==> config.mk <==
export PLATFORM = sky130hd
export DESIGN_NAME = writeback_unit
export DESIGN_NICKNAME = d
export VERILOG_FILES = /design/src/rtl/wb_pkg.sv /design/src/rtl/wb_fifo.sv /design/src/rtl/writeback_unit.sv
export SDC_FILE = /design/constraint.sdc
export NUM_CORES = 1
export LEC_CHECK = 0
export ABC_CLOCK_PERIOD_IN_PS = 2050
export BUFFER_PORTS_ARGS = -buffer_cell sky130_fd_sc_hd__buf_2
export CORE_ASPECT_RATIO = 1.75
export CORE_UTILIZATION = 35
export DETAILED_ROUTE_END_ITERATION = 6
export GPL_TIMING_DRIVEN = 0
export PLACE_DENSITY_LB_ADDON = 0.05
export SLEW_MARGIN = 25
export SYNTH_ARGS = -nofsm -noshare
export SYNTH_HDL_FRONTEND = slang
export SYNTH_SLANG_ARGS = --single-unit
==> constraint.sdc <==
create_clock -name clock -period 2.05 [get_ports clock]
set_clock_uncertainty 0.05 [all_clocks]
set_input_delay 0.41 -clock clock [delete_from_list [all_inputs] [get_ports clock]]
set_output_delay 0.41 -clock clock [all_outputs]
set_load 0.02 [all_outputs]
==> src/rtl/wb_pkg.sv <==
// Shared defaults and arbiter state encoding for the writeback unit.
// Latency: n/a (types and constants only).
// Backpressure: n/a.
package wb_pkg;

    localparam int WB_DATA_W     = 16;
    localparam int WB_ADDR_W     = 3;
    localparam int WB_FIFO_DEPTH = 2;

    // Which source wins when both have a result waiting.
    typedef enum logic [0:0] {
        PREFER_ALU = 1'b0,
        PREFER_MEM = 1'b1
    } arb_state_t;

endpackage : wb_pkg

==> src/rtl/wb_fifo.sv <==
// Synchronous FIFO with full/empty flags, storage not reset.
// Latency: push visible at head one cycle after the push edge.
// Backpressure: push ignored when full unless a pop happens in the same cycle.
module wb_fifo #(
    parameter int WIDTH = 8,
    parameter int DEPTH = 2
) (
    input  logic             i_clk,
    input  logic             i_rst_n,
    input  logic             i_push,
    input  logic [WIDTH-1:0] i_push_dat,
    input  logic             i_pop,
    output logic [WIDTH-1:0] o_pop_dat,
    output logic             o_full,
    output logic             o_empty
);

    localparam int PTR_W = (DEPTH > 1) ? $clog2(DEPTH) : 1;
    localparam int CNT_W = $clog2(DEPTH + 1);
    localparam logic [PTR_W-1:0] LAST_PTR = PTR_W'(DEPTH - 1);
    localparam logic [CNT_W-1:0] FULL_CNT = CNT_W'(DEPTH);

    logic [WIDTH-1:0] r_mem [DEPTH];
    logic [PTR_W-1:0] r_wr_ptr;
    logic [PTR_W-1:0] r_rd_ptr;
    logic [CNT_W-1:0] r_cnt;

    logic             w_do_push;
    logic             w_do_pop;
    logic [PTR_W-1:0] w_wr_nxt;
    logic [PTR_W-1:0] w_rd_nxt;

    assign o_full    = (r_cnt == FULL_CNT);
    assign o_empty   = (r_cnt == '0);
    assign o_pop_dat = r_mem[r_rd_ptr];

    // A pop frees a slot in the same cycle, so a full FIFO may take a push alongside it.
    assign w_do_pop  = i_pop & ~o_empty;
    assign w_do_push = i_push & (~o_full | w_do_pop);

    // Pointers wrap explicitly so non-power-of-two depths work.
    assign w_wr_nxt = (r_wr_ptr == LAST_PTR) ? '0 : r_wr_ptr + PTR_W'(1);
    assign w_rd_nxt = (r_rd_ptr == LAST_PTR) ? '0 : r_rd_ptr + PTR_W'(1);

    // Data storage: written on push, no reset needed since flags gate reads.
    always_ff @(posedge i_clk) begin
        if (w_do_push) begin
            r_mem[r_wr_ptr] <= i_push_dat;
        end
    end

    // Pointer and occupancy tracking.
    always_ff @(posedge i_clk) begin
        if (!i_rst_n) begin
            r_wr_ptr <= '0;
            r_rd_ptr <= '0;
            r_cnt    <= '0;
        end else begin
            if (w_do_push) begin
                r_wr_ptr <= w_wr_nxt;
            end
            if (w_do_pop) begin
                r_rd_ptr <= w_rd_nxt;
            end
            case ({w_do_push, w_do_pop})
                2'b10:   r_cnt <= r_cnt + CNT_W'(1);
                2'b01:   r_cnt <= r_cnt - CNT_W'(1);
                default: r_cnt <= r_cnt;
            endcase
        end
    end

endmodule : wb_fifo

==> src/rtl/writeback_unit.sv <==
// Merges ALU and load results into one register-file write port with a busy scoreboard.
// Latency: 2 cycles from acceptance to rf_we (buffer edge, then commit edge).
// Backpressure: per-source ready drops when that source's buffer is full or in reset.
module writeback_unit
    import wb_pkg::*;
#(
    parameter int DATA_W     = WB_DATA_W,
    parameter int ADDR_W     = WB_ADDR_W,
    parameter int FIFO_DEPTH = WB_FIFO_DEPTH
) (
    input  logic                   clock,
    input  logic                   reset_n,
    input  logic                   alu_valid,
    output logic                   alu_ready,
    input  logic [ADDR_W-1:0]      alu_rd,
    input  logic [DATA_W-1:0]      alu_data,
    input  logic                   mem_valid,
    output logic                   mem_ready,
    input  logic [ADDR_W-1:0]      mem_rd,
    input  logic [DATA_W-1:0]      mem_data,
    input  logic                   issue_valid,
    input  logic [ADDR_W-1:0]      issue_rd,
    output logic [(1<<ADDR_W)-1:0] busy,
    output logic                   rf_we,
    output logic [ADDR_W-1:0]      rf_rw,
    output logic [DATA_W-1:0]      rf_bus_w
);

    localparam int ENT_W = ADDR_W + DATA_W;
    localparam int NREG  = 1 << ADDR_W;

    logic             w_alu_full;
    logic             w_alu_empty;
    logic             w_mem_full;
    logic             w_mem_empty;
    logic             w_alu_push;
    logic             w_mem_push;
    logic             w_alu_pop;
    logic             w_mem_pop;
    logic [ENT_W-1:0] w_alu_head;
    logic [ENT_W-1:0] w_mem_head;

    arb_state_t       r_state;
    arb_state_t       w_state_nxt;
    logic             w_grant_alu;
    logic             w_grant_mem;

    logic [ENT_W-1:0]  w_commit_ent;
    logic [ADDR_W-1:0] w_commit_rd;
    logic [DATA_W-1:0] w_commit_data;
    logic              w_commit;
    logic              w_commit_we;

    logic [NREG-1:0]   w_busy_set;
    logic [NREG-1:0]   w_busy_clr;
    logic [NREG-1:0]   r_busy;
    logic              r_rf_we;
    logic [ADDR_W-1:0] r_rf_rw;
    logic [DATA_W-1:0] r_rf_bus_w;

    // Ready depends only on buffer state and reset, never on valid.
    assign alu_ready  = reset_n & ~w_alu_full;
    assign mem_ready  = reset_n & ~w_mem_full;
    assign w_alu_push = alu_valid & alu_ready;
    assign w_mem_push = mem_valid & mem_ready;

    wb_fifo #(
        .WIDTH (ENT_W),
        .DEPTH (FIFO_DEPTH)
    ) u_alu_fifo (
        .i_clk      (clock),
        .i_rst_n    (reset_n),
        .i_push     (w_alu_push),
        .i_push_dat ({alu_rd, alu_data}),
        .i_pop      (w_alu_pop),
        .o_pop_dat  (w_alu_head),
        .o_full     (w_alu_full),
        .o_empty    (w_alu_empty)
    );

    wb_fifo #(
        .WIDTH (ENT_W),
        .DEPTH (FIFO_DEPTH)
    ) u_mem_fifo (
        .i_clk      (clock),
        .i_rst_n    (reset_n),
        .i_push     (w_mem_push),
        .i_push_dat ({mem_rd, mem_data}),
        .i_pop      (w_mem_pop),
        .o_pop_dat  (w_mem_head),
        .o_full     (w_mem_full),
        .o_empty    (w_mem_empty)
    );

    // Arbiter state register.
    always_ff @(posedge clock) begin
        if (!reset_n) begin
            r_state <= PREFER_ALU;
        end else begin
            r_state <= w_state_nxt;
        end
    end

    // Preference flips only when both sources contend, giving round-robin under load.
    always_comb begin
        w_state_nxt = r_state;
        if (!w_alu_empty && !w_mem_empty) begin
            w_state_nxt = (r_state == PREFER_ALU) ? PREFER_MEM : PREFER_ALU;
        end
    end

    // Grant the preferred source on contention, otherwise whichever has data.
    always_comb begin
        w_grant_alu = 1'b0;
        w_grant_mem = 1'b0;
        if (!w_alu_empty && !w_mem_empty) begin
            if (r_state == PREFER_ALU) begin
                w_grant_alu = 1'b1;
            end else begin
                w_grant_mem = 1'b1;
            end
        end else if (!w_alu_empty) begin
            w_grant_alu = 1'b1;
        end else if (!w_mem_empty) begin
            w_grant_mem = 1'b1;
        end
    end

    // A reset edge must not commit anything, so pops are gated by reset_n.
    assign w_alu_pop    = w_grant_alu & reset_n;
    assign w_mem_pop    = w_grant_mem & reset_n;
    assign w_commit     = w_alu_pop | w_mem_pop;
    assign w_commit_ent = w_grant_alu ? w_alu_head : w_mem_head;
    assign {w_commit_rd, w_commit_data} = w_commit_ent;
    // Register 0 is hardwired: its entries drain without a write.
    assign w_commit_we  = w_commit & (w_commit_rd != '0);

    // One-hot set/clear masks for the scoreboard; issues to register 0 are dropped.
    always_comb begin
        w_busy_set = '0;
        w_busy_clr = '0;
        if (issue_valid && (issue_rd != '0)) begin
            w_busy_set[issue_rd] = 1'b1;
        end
        if (w_commit_we) begin
            w_busy_clr[w_commit_rd] = 1'b1;
        end
    end

    // Scoreboard update: a new reservation outranks a same-edge retirement.
    always_ff @(posedge clock) begin
        if (!reset_n) begin
            r_busy <= '0;
        end else begin
            r_busy <= (r_busy & ~w_busy_clr) | w_busy_set;
        end
    end

    // Registered write port; index and data hold when nothing is written.
    always_ff @(posedge clock) begin
        if (!reset_n) begin
            r_rf_we    <= 1'b0;
            r_rf_rw    <= '0;
            r_rf_bus_w <= '0;
        end else begin
            r_rf_we <= w_commit_we;
            if (w_commit_we) begin
                r_rf_rw    <= w_commit_rd;
                r_rf_bus_w <= w_commit_data;
            end
        end
    end

    assign busy     = r_busy;
    assign rf_we    = r_rf_we;
    assign rf_rw    = r_rf_rw;
    assign rf_bus_w = r_rf_bus_w;

endmodule : writeback_unit
==> metrics.md, run 1 <==
| Metric | Value |
|---|---|
| Total DRC errors in the routed layout | `0` |
| Number of routed nets with antenna violations | `0` |
| Worst path slowest cell | `or3_2` |
| Dominant delay contributor by cell family on the critical path | `simple AND/OR/NAND/NOR gates` |
| Clock network latency to the later pin of the worst-skew pair | `roughly 0.4 ns` |
| Multi-input gate area | `~0.0015 mm2` |
| Sequential cell area | `0.00307 mm2` |
| Area overhead of the layout relative to synthesis | `25.3%` |
| Crit end category | `flop` |
| Final-stage net count | `487` |
| Die X | `89.3 um` |
| Class of the tightest hold or removal check | `in -> reg` |
| Clock Sinks | `about 120` |
| CP cell instances | `buf_2 -> nor2_1 -> o221a_2 -> ha_1 -> or3_2 -> a21oi_1` |
| Largest fanout on the critical path | `7` |
| GR Layer Usage met2 | `0.321` |
| Overflow left after global routing | `0` |
| Total Die Area | `0.0138 mm2` |
| Worst path bufs/invs | `1` |
| Number of instances on the worst hold path | `1` |
| Die Height | `155 um` |
| Number of resized instances in the post-cts repair step | `1` |
| Number of fill cells in the layout | `1223` |
| Largest voltage drop on the vdd net | `between 600 and 700 uV` |
| Total number of vias | `2965` |
| Starting utilization of the core area | `0.359` |
| Max Buffers Root-to-Sink | `2` |
| Leakage component of the power | `0.00221 uW` |
| Number of antenna violations at the first check in global routing | `0` |
| Mean routed wirelength per cell | `17.2 um` |
| Final hold violations | `0` |
| TritonCTS clock tree | `yes` |
| Half-perimeter wire length after placement | `7520 um` |
| Buffer type at the clock tree root | `clkbuf_16` |
| GP Congestion | `0.749` |
| Largest net degree at the start of global routing | `20` |
| Async SR Flop Fraction | `0` |
| Share of final-layout standard cells stronger than drive strength 1 | `0.347` |
| Post-synthesis sequential area ratio | `0.656` |
| Synth Area per Inst | `13.5 um2` |
| Critical path arrival | `2.18 ns` |
| Synth unique cells | `45` |
| Outcome | `finished clean` |
| CTS H-Tree Depth | `4` |
| CORE AREA | `0.0130 mm2` |
| DRC marker count from the first detailed-route iteration | `about 160` |
| Worst setup slack before clock tree synthesis | `-0.382 ns` |
| Most common library cell in the layout ignoring fill and taps | `buf_2` |
| Number of cells produced by synthesis | `347` |
| Slack of the critical path | `roughly 0.15 ns` |
| I/O pin cnt | `76` |
| Setup repair bufs after CTS | `0` |
| Leading cell types in the layout, fill and taps excluded | `80 x buf_2, 76 x edfxtp_1, 42 x mux2i_1` |
| Tightest Pin Transition | `0.657 ns` |
| Total setup violations reported at the end of the flow | `0` |
| Maximum capacitance violations | `0` |
| Post-synthesis register bit count | `115` |
| CTS Hold Buffers Added | `0` |
| Most common flop cell mapped by yosys | `edfxtp_1` |
| Wire length of the first global-routing pass | `16100 um` |
| Number of warning messages in the yosys log | `0` |
| Remaining max-slew budget at the tightest pin | `0.561` |
| CTS Buf Count | `17` |
| Post-synthesis instance area | `0.00467 mm2` |
| First drt pass iteration count | `4` |
| Required arrival time at the worst endpoint | `2.33 ns` |
| Crit path launch type | `flop` |
| Vias in the first global route | `~3100` |
| Classification of the worst setup path | `reg -> reg` |
| Setup repair after global routing missed its margin | `false` |
| Global-route met1 utilization | `0.166` |
| Fin crit period | `1.90 ns` |
| Final number of max-transition violations | `0` |
| Critical path depth in cells | `6` |
| Post-route clock period utilization | `0.927` |
| Worst r2r path cells | `6` |
| IO Port Bufs | `between 70 and 80` |
| Highest cell delay on the worst timing path | `0.45 ns` |
| Achievable Freq | `526 MHz` |
| Global routing usage on met3 | `0.0395` |
| N_diodes | `0` |
| Average via count per standard cell | `4.76` |
| Power per unit of standard cell area | `1370 mW/mm2` |
| CTS clock-pin slew for the worst setup and hold paths | `0.05 ns` |
| Drt total wl | `between 10000 and 15000 um` |
| Placed cells | `592` |
| Number of enable-type register cells in the synthesized netlist | `76` |
| Net count of the mapped netlist | `395` |
| Count of non-filler cells in the finished layout | `623` |
| Highest-utilization routing layer at the global route stage | `met2` |
| Overall track demand over capacity in global routing | `0.167` |
| Number of cell rows | `55` |
cell type report:
| cell class | count | share of cell area |
|---|---|---|
| Buffer | 17 | 0.0242 |
| Tap cell | 171 | 0.0366 |
| Multi-Input combinational cell | 209 | 0.257 |
| Timing Repair Buffer | 74 | 0.0633 |
| Clock inverter | 11 | 0.0152 |
| Clock buffer | 21 | 0.0770 |
| Sequential cell | 115 | 0.524 |
| Inverter | 5 | 0.00321 |
logic make-up after synthesis:
group           count (synthesis)  synth area share
compound gates                 51            0.0672
xor+xnor                        8            0.0150
fa+ha+maj                       2           0.00536
buf+inv                        23            0.0351
flops                         115             0.656
mux                            61             0.136
simple gates                   87            0.0860
per-stage QoR:
stage	TNS (ns)	area [um2]	hold WS (ns)	util	power, uW
2_1_floorplan	-0.00141	4710	0.387	-	4730
3_3_place_gp	-18.24	5300	0.392	0.407	5420
3_5_place_dp	-7.43	5310	0.396	0.408	5460
4_1_cts	0	5840	0.134	0.449	8140
5_1_grt	0	5850	0.126	0.450	8470
6_report	0	5850	0.146	0.450	8040
routing by layer:
| metal | vias to the layer above | share of wire |
|---|---|---|
| met1 | 1449 | 0.38 |
| met5 | - | 0 |
| met3 | 12 | 0.030 |
| met2 | 64 | 0.58 |
| met4 | 0 | 0.012 |
| li1 | 1440 | - |
flip-flops by register name, indices dropped and copies added, names as in the netlist, 2 cells and up, named ones only:
signal and cells:
u_alu_fifo.r_mem 38, u_mem_fifo.r_mem 38, rf_bus_w 16, busy 8
rf_rw 3, u_alu_fifo.r_cnt 2, u_mem_fifo.r_cnt 2
report_power, final:
part	switching, uW	leakage (uW)	total [uW]	internal, uW
clock network	1000	0.000256	2680	1680
registers	173	0.00102	2970	2800
logic	1390	0.000934	2380	987
total	2570	0.00221	8040	5470
cell usage after synthesis (2+ instances only):
cell type  count  area, um2
a21oi_2        2       17.5
nor2_1        22       82.6
xnor2_1        4       35.0
mux2_2        19        214
buf_6          4       45.0
buf_2          7       35.0
clkbuf_1       2       7.51
nand3_1        2       10.0
inv_1          5       18.8
nand2b_1       3       18.8
a21oi_1       15       75.1
xor2_1         4       35.0
ha_1           2       25.0
mux2i_1       42        420
nand2_1       39        146
o21ai_0       22        110
buf_4          2       15.0
edfxtp_1      76       2280
or3_1          3       18.8
nor2b_1        4       25.0
nor4_1         2       12.5
o21ai_2        2       17.5
nor3_1         4       20.0
dfxtp_1       39        781
path summary, 6_finish.rpt:
check	from	endpoint	slack (ns)
setup / recovery	u_alu_fifo.r_cnt[0]$_SDFFE_PN0P_	u_mem_fifo.r_cnt[1]$_SDFFE_PN0P_	0.15
hold / removal	alu_data[5]	u_alu_fifo.r_mem[0][5]$_DFFE_PP_	0.15
setup reg to reg	u_alu_fifo.r_cnt[0]$_SDFFE_PN0P_	u_mem_fifo.r_cnt[1]$_SDFFE_PN0P_	0.15
hold reg to reg	rf_bus_w[5]$_SDFFE_PN0P_	rf_bus_w[5]$_SDFFE_PN0P_	0.41
No activity file was read; power rests on OpenSTA's default activity.
==> inputs of run 2 (changes only) <==
==> constraint.sdc (replaced) <==
create_clock -name clock -period 2.05 [get_ports clock]
set_clock_uncertainty 0.05 [all_clocks]
set_input_delay 0 -clock clock [delete_from_list [all_inputs] [get_ports clock]]
set_output_delay 0 -clock clock [all_outputs]
set_load 0.02 [all_outputs]
==> run 2 against run 1 <==
Effect of this change: sequential share of layout area down 4.4 points; critical endpoint is now u_alu_fifo.r_cnt[1]$_SDFFE_PN0P_; routed wire length up 2.3%; non-clock buffer count up 47; first-iteration DRC count down 34%; critical path type unchanged; the flow now finishes with violations (hold timing); clock-buffer cell count down 4; total power up 6.1%; clock power up 17%; largest cell class unchanged; fmax down 0.45%; cell area up 9.2%; final cell count up 7.5%; core utilization up 4.1 points.
==> metrics.md, run 2 (synthesized netlist as in run 1, its figures left out) <==
| Metric | Value |
|---|---|
| Outcome | `finished, violations left` |
| Violations in the final reports | `hold timing` |
| Total DRC errors in the routed layout | `0` |
| Crit end category | `flop` |
| DRC marker count from the first detailed-route iteration | `107` |
| Final-stage net count | `534` |
| Tightest Pin Transition | `0.657 ns` |
| Post-route clock period utilization | `0.931` |
| Power per unit of standard cell area | `1330 mW/mm2` |
| Start point of the worst min-delay path | `mem_valid` |
| Largest voltage drop on the vdd net | `654 uV` |
| CTS clock-pin slew for the worst setup and hold paths | `around 0.06 ns` |
| GP Congestion | `0.723` |
| Tot Pwr | `8530 uW` |
| Clock Sinks | `approximately 120` |
| Number of cell rows | `between 50 and 60` |
| Largest net degree at the start of global routing | `20` |
| Reg2reg setup slack | `0.14 ns` |
| Number of instances on the worst hold path | `4` |
| Worst r2r path cells | `7` |
| CTS H-Tree Depth | `4` |
| Number of antenna violations at the first check in global routing | `0` |
| Critical path arrival | `2.20 ns` |
| TritonCTS clock tree | `yes` |
| Vias in the first global route | `3042` |
| Leading cell types in the layout, fill and taps excluded | `80 x buf_2, 76 x edfxtp_1, 47 x dlygate4sd3_1` |
| Clock network latency to the later pin of the worst-skew pair | `0.41 ns` |
| Number of routed nets with antenna violations | `0` |
| Max Buffers Root-to-Sink | `2` |
| IO Port Bufs | `74` |
| Final hold violations | `1` |
| Total setup violations reported at the end of the flow | `0` |
| Area overhead of the layout relative to synthesis | `36.8%` |
| Overflow left after global routing | `0` |
| Setup repair bufs after CTS | `0` |
| Die Height | `about 150 um` |
| Final number of max-transition violations | `0` |
| Half-perimeter wire length after placement | `7620 um` |
| Worst R2R Start | `u_alu_fifo.r_cnt[0]$_SDFFE_PN0P_` |
| Overall track demand over capacity in global routing | `0.171` |
| Most common library cell in the layout ignoring fill and taps | `buf_2` |
| Buffer type at the clock tree root | `clkbuf_16` |
| I/O pin cnt | `76` |
| Maximum capacitance violations | `0` |
| Worst reg2reg path endpoint | `u_alu_fifo.r_cnt[1]$_SDFFE_PN0P_` |
| Fin crit period | `around 1.9 ns` |
| Leakage component of the power | `around 0.0024 uW` |
| Share of final-layout standard cells stronger than drive strength 1 | `0.317` |
| Wire length of the first global-routing pass | `16200 um` |
| Classification of the worst setup path | `reg -> reg` |
| Total Die Area | `0.0138 mm2` |
| Setup repair after global routing missed its margin | `false` |
| Drt total wl | `10900 um` |
| CORE AREA | `0.0130 mm2` |
| First drt pass iteration count | `4` |
| Die X | `89.3 um` |
| Class of the tightest hold or removal check | `in -> reg` |
| Largest fanout on the critical path | `19` |
| Hold EP | `u_mem_fifo.r_wr_ptr$_SDFFE_PN0P_` |
| Mean routed wirelength per cell | `16.3 um` |
| Average via count per standard cell | `4.69` |
| N_diodes | `0` |
| Starting utilization of the core area | `0.359` |
| Total number of vias | `3141` |
| Crit path launch type | `flop` |
| Achievable Freq | `roughly 520 MHz` |
| Remaining max-slew budget at the tightest pin | `0.561` |
| Required arrival time at the worst endpoint | `2.34 ns` |
| CTS Buf Count | `17` |
| Worst hold margin | `-0.0104 ns` |
==> run 2: cell types whose count changed in the layout (fill, tap and decap cells not counted), sizes merged <==
cell / previous run / this run
bufinv: 1 / 4
clkbuf: 24 / 20
clkinvlp: 4 / 1
dlygate4sd3: 0 / 47
inv: 5 / 9
==> run 2: worst max-delay path by stage <==
stage / cells after the start / endpoint / start
after floorplan: 5 / u_alu_fifo.r_mem[0][0]$_DFFE_PP_ / u_alu_fifo.r_cnt[0]$_SDFFE_PN0P_
after global placement: 5 / u_mem_fifo.r_mem[1][4]$_DFFE_PP_ / u_mem_fifo.r_cnt[0]$_SDFFE_PN0P_
after detailed placement: 5 / u_alu_fifo.r_mem[1][3]$_DFFE_PP_ / u_alu_fifo.r_cnt[0]$_SDFFE_PN0P_
after CTS: 7 / u_mem_fifo.r_cnt[1]$_SDFFE_PN0P_ / u_mem_fifo.r_cnt[0]$_SDFFE_PN0P_
after global routing: 7 / u_alu_fifo.r_cnt[1]$_SDFFE_PN0P_ / u_alu_fifo.r_cnt[0]$_SDFFE_PN0P_
final: 7 / u_alu_fifo.r_cnt[1]$_SDFFE_PN0P_ / u_alu_fifo.r_cnt[0]$_SDFFE_PN0P_
==> run 2: metal layers <==
| metal | up-vias | global-route usage | share of wire |
|---|---|---|---|
| li1 | 1541 | - | - |
| met1 | 1507 | 0.161 | 0.36 |
| met2 | 76 | 0.325 | 0.58 |
| met3 | 17 | 0.0518 | 0.036 |
| met4 | 0 | 0.0733 | 0.025 |
| met5 | - | 0 | 0 |
==> run 2: cell type report <==
type	instances	area, um2
Clock inverter	15	204
Fill cell	1162	6620
Tap cell	171	214
Inverter	5	18.8
Sequential cell	115	3060
Timing Repair Buffer	121	841
Buffer	17	140
Clock buffer	17	425
Multi-Input combinational cell	209	1480
==> run 2: stage by stage <==
stage	util	setup TNS, ns	setup slack [ns]	instance area (um2)	cells
after CTS	0.490	0	0.0856	6370	669
after global placement	0.405	-10.38	-0.150	5270	592
after detailed placement	0.406	-5.21	-0.168	5280	592
after floorplan	-	-3.01	-0.0792	4690	347
after global routing	0.491	0	0.0251	6390	670
final	0.491	0	0.142	6390	670
==> run 2: repair_timing <==
item                                    CTS  global route
gates resized for setup                   2             3
hold buffers                             46             1
hold endpoints to repair                 87             1
endpoints found under the setup margin   39             4
gates cloned                              0             0
==> run 2: critical path, stage by stage, from the launching register on <==
cell and delay (ns):
dfxtp_1 0.29, buf_2 0.17, o21ai_2 0.18, buf_6 0.23, nor2_1 0.07, ha_1 0.35
or3_1 0.36, a21oi_1 0.15
==> run 2: power breakdown <==
group	internal, uW	switching, uW	total [uW]
clock network	2050	1090	3140
registers	2800	169	2970
logic	1050	1370	2420
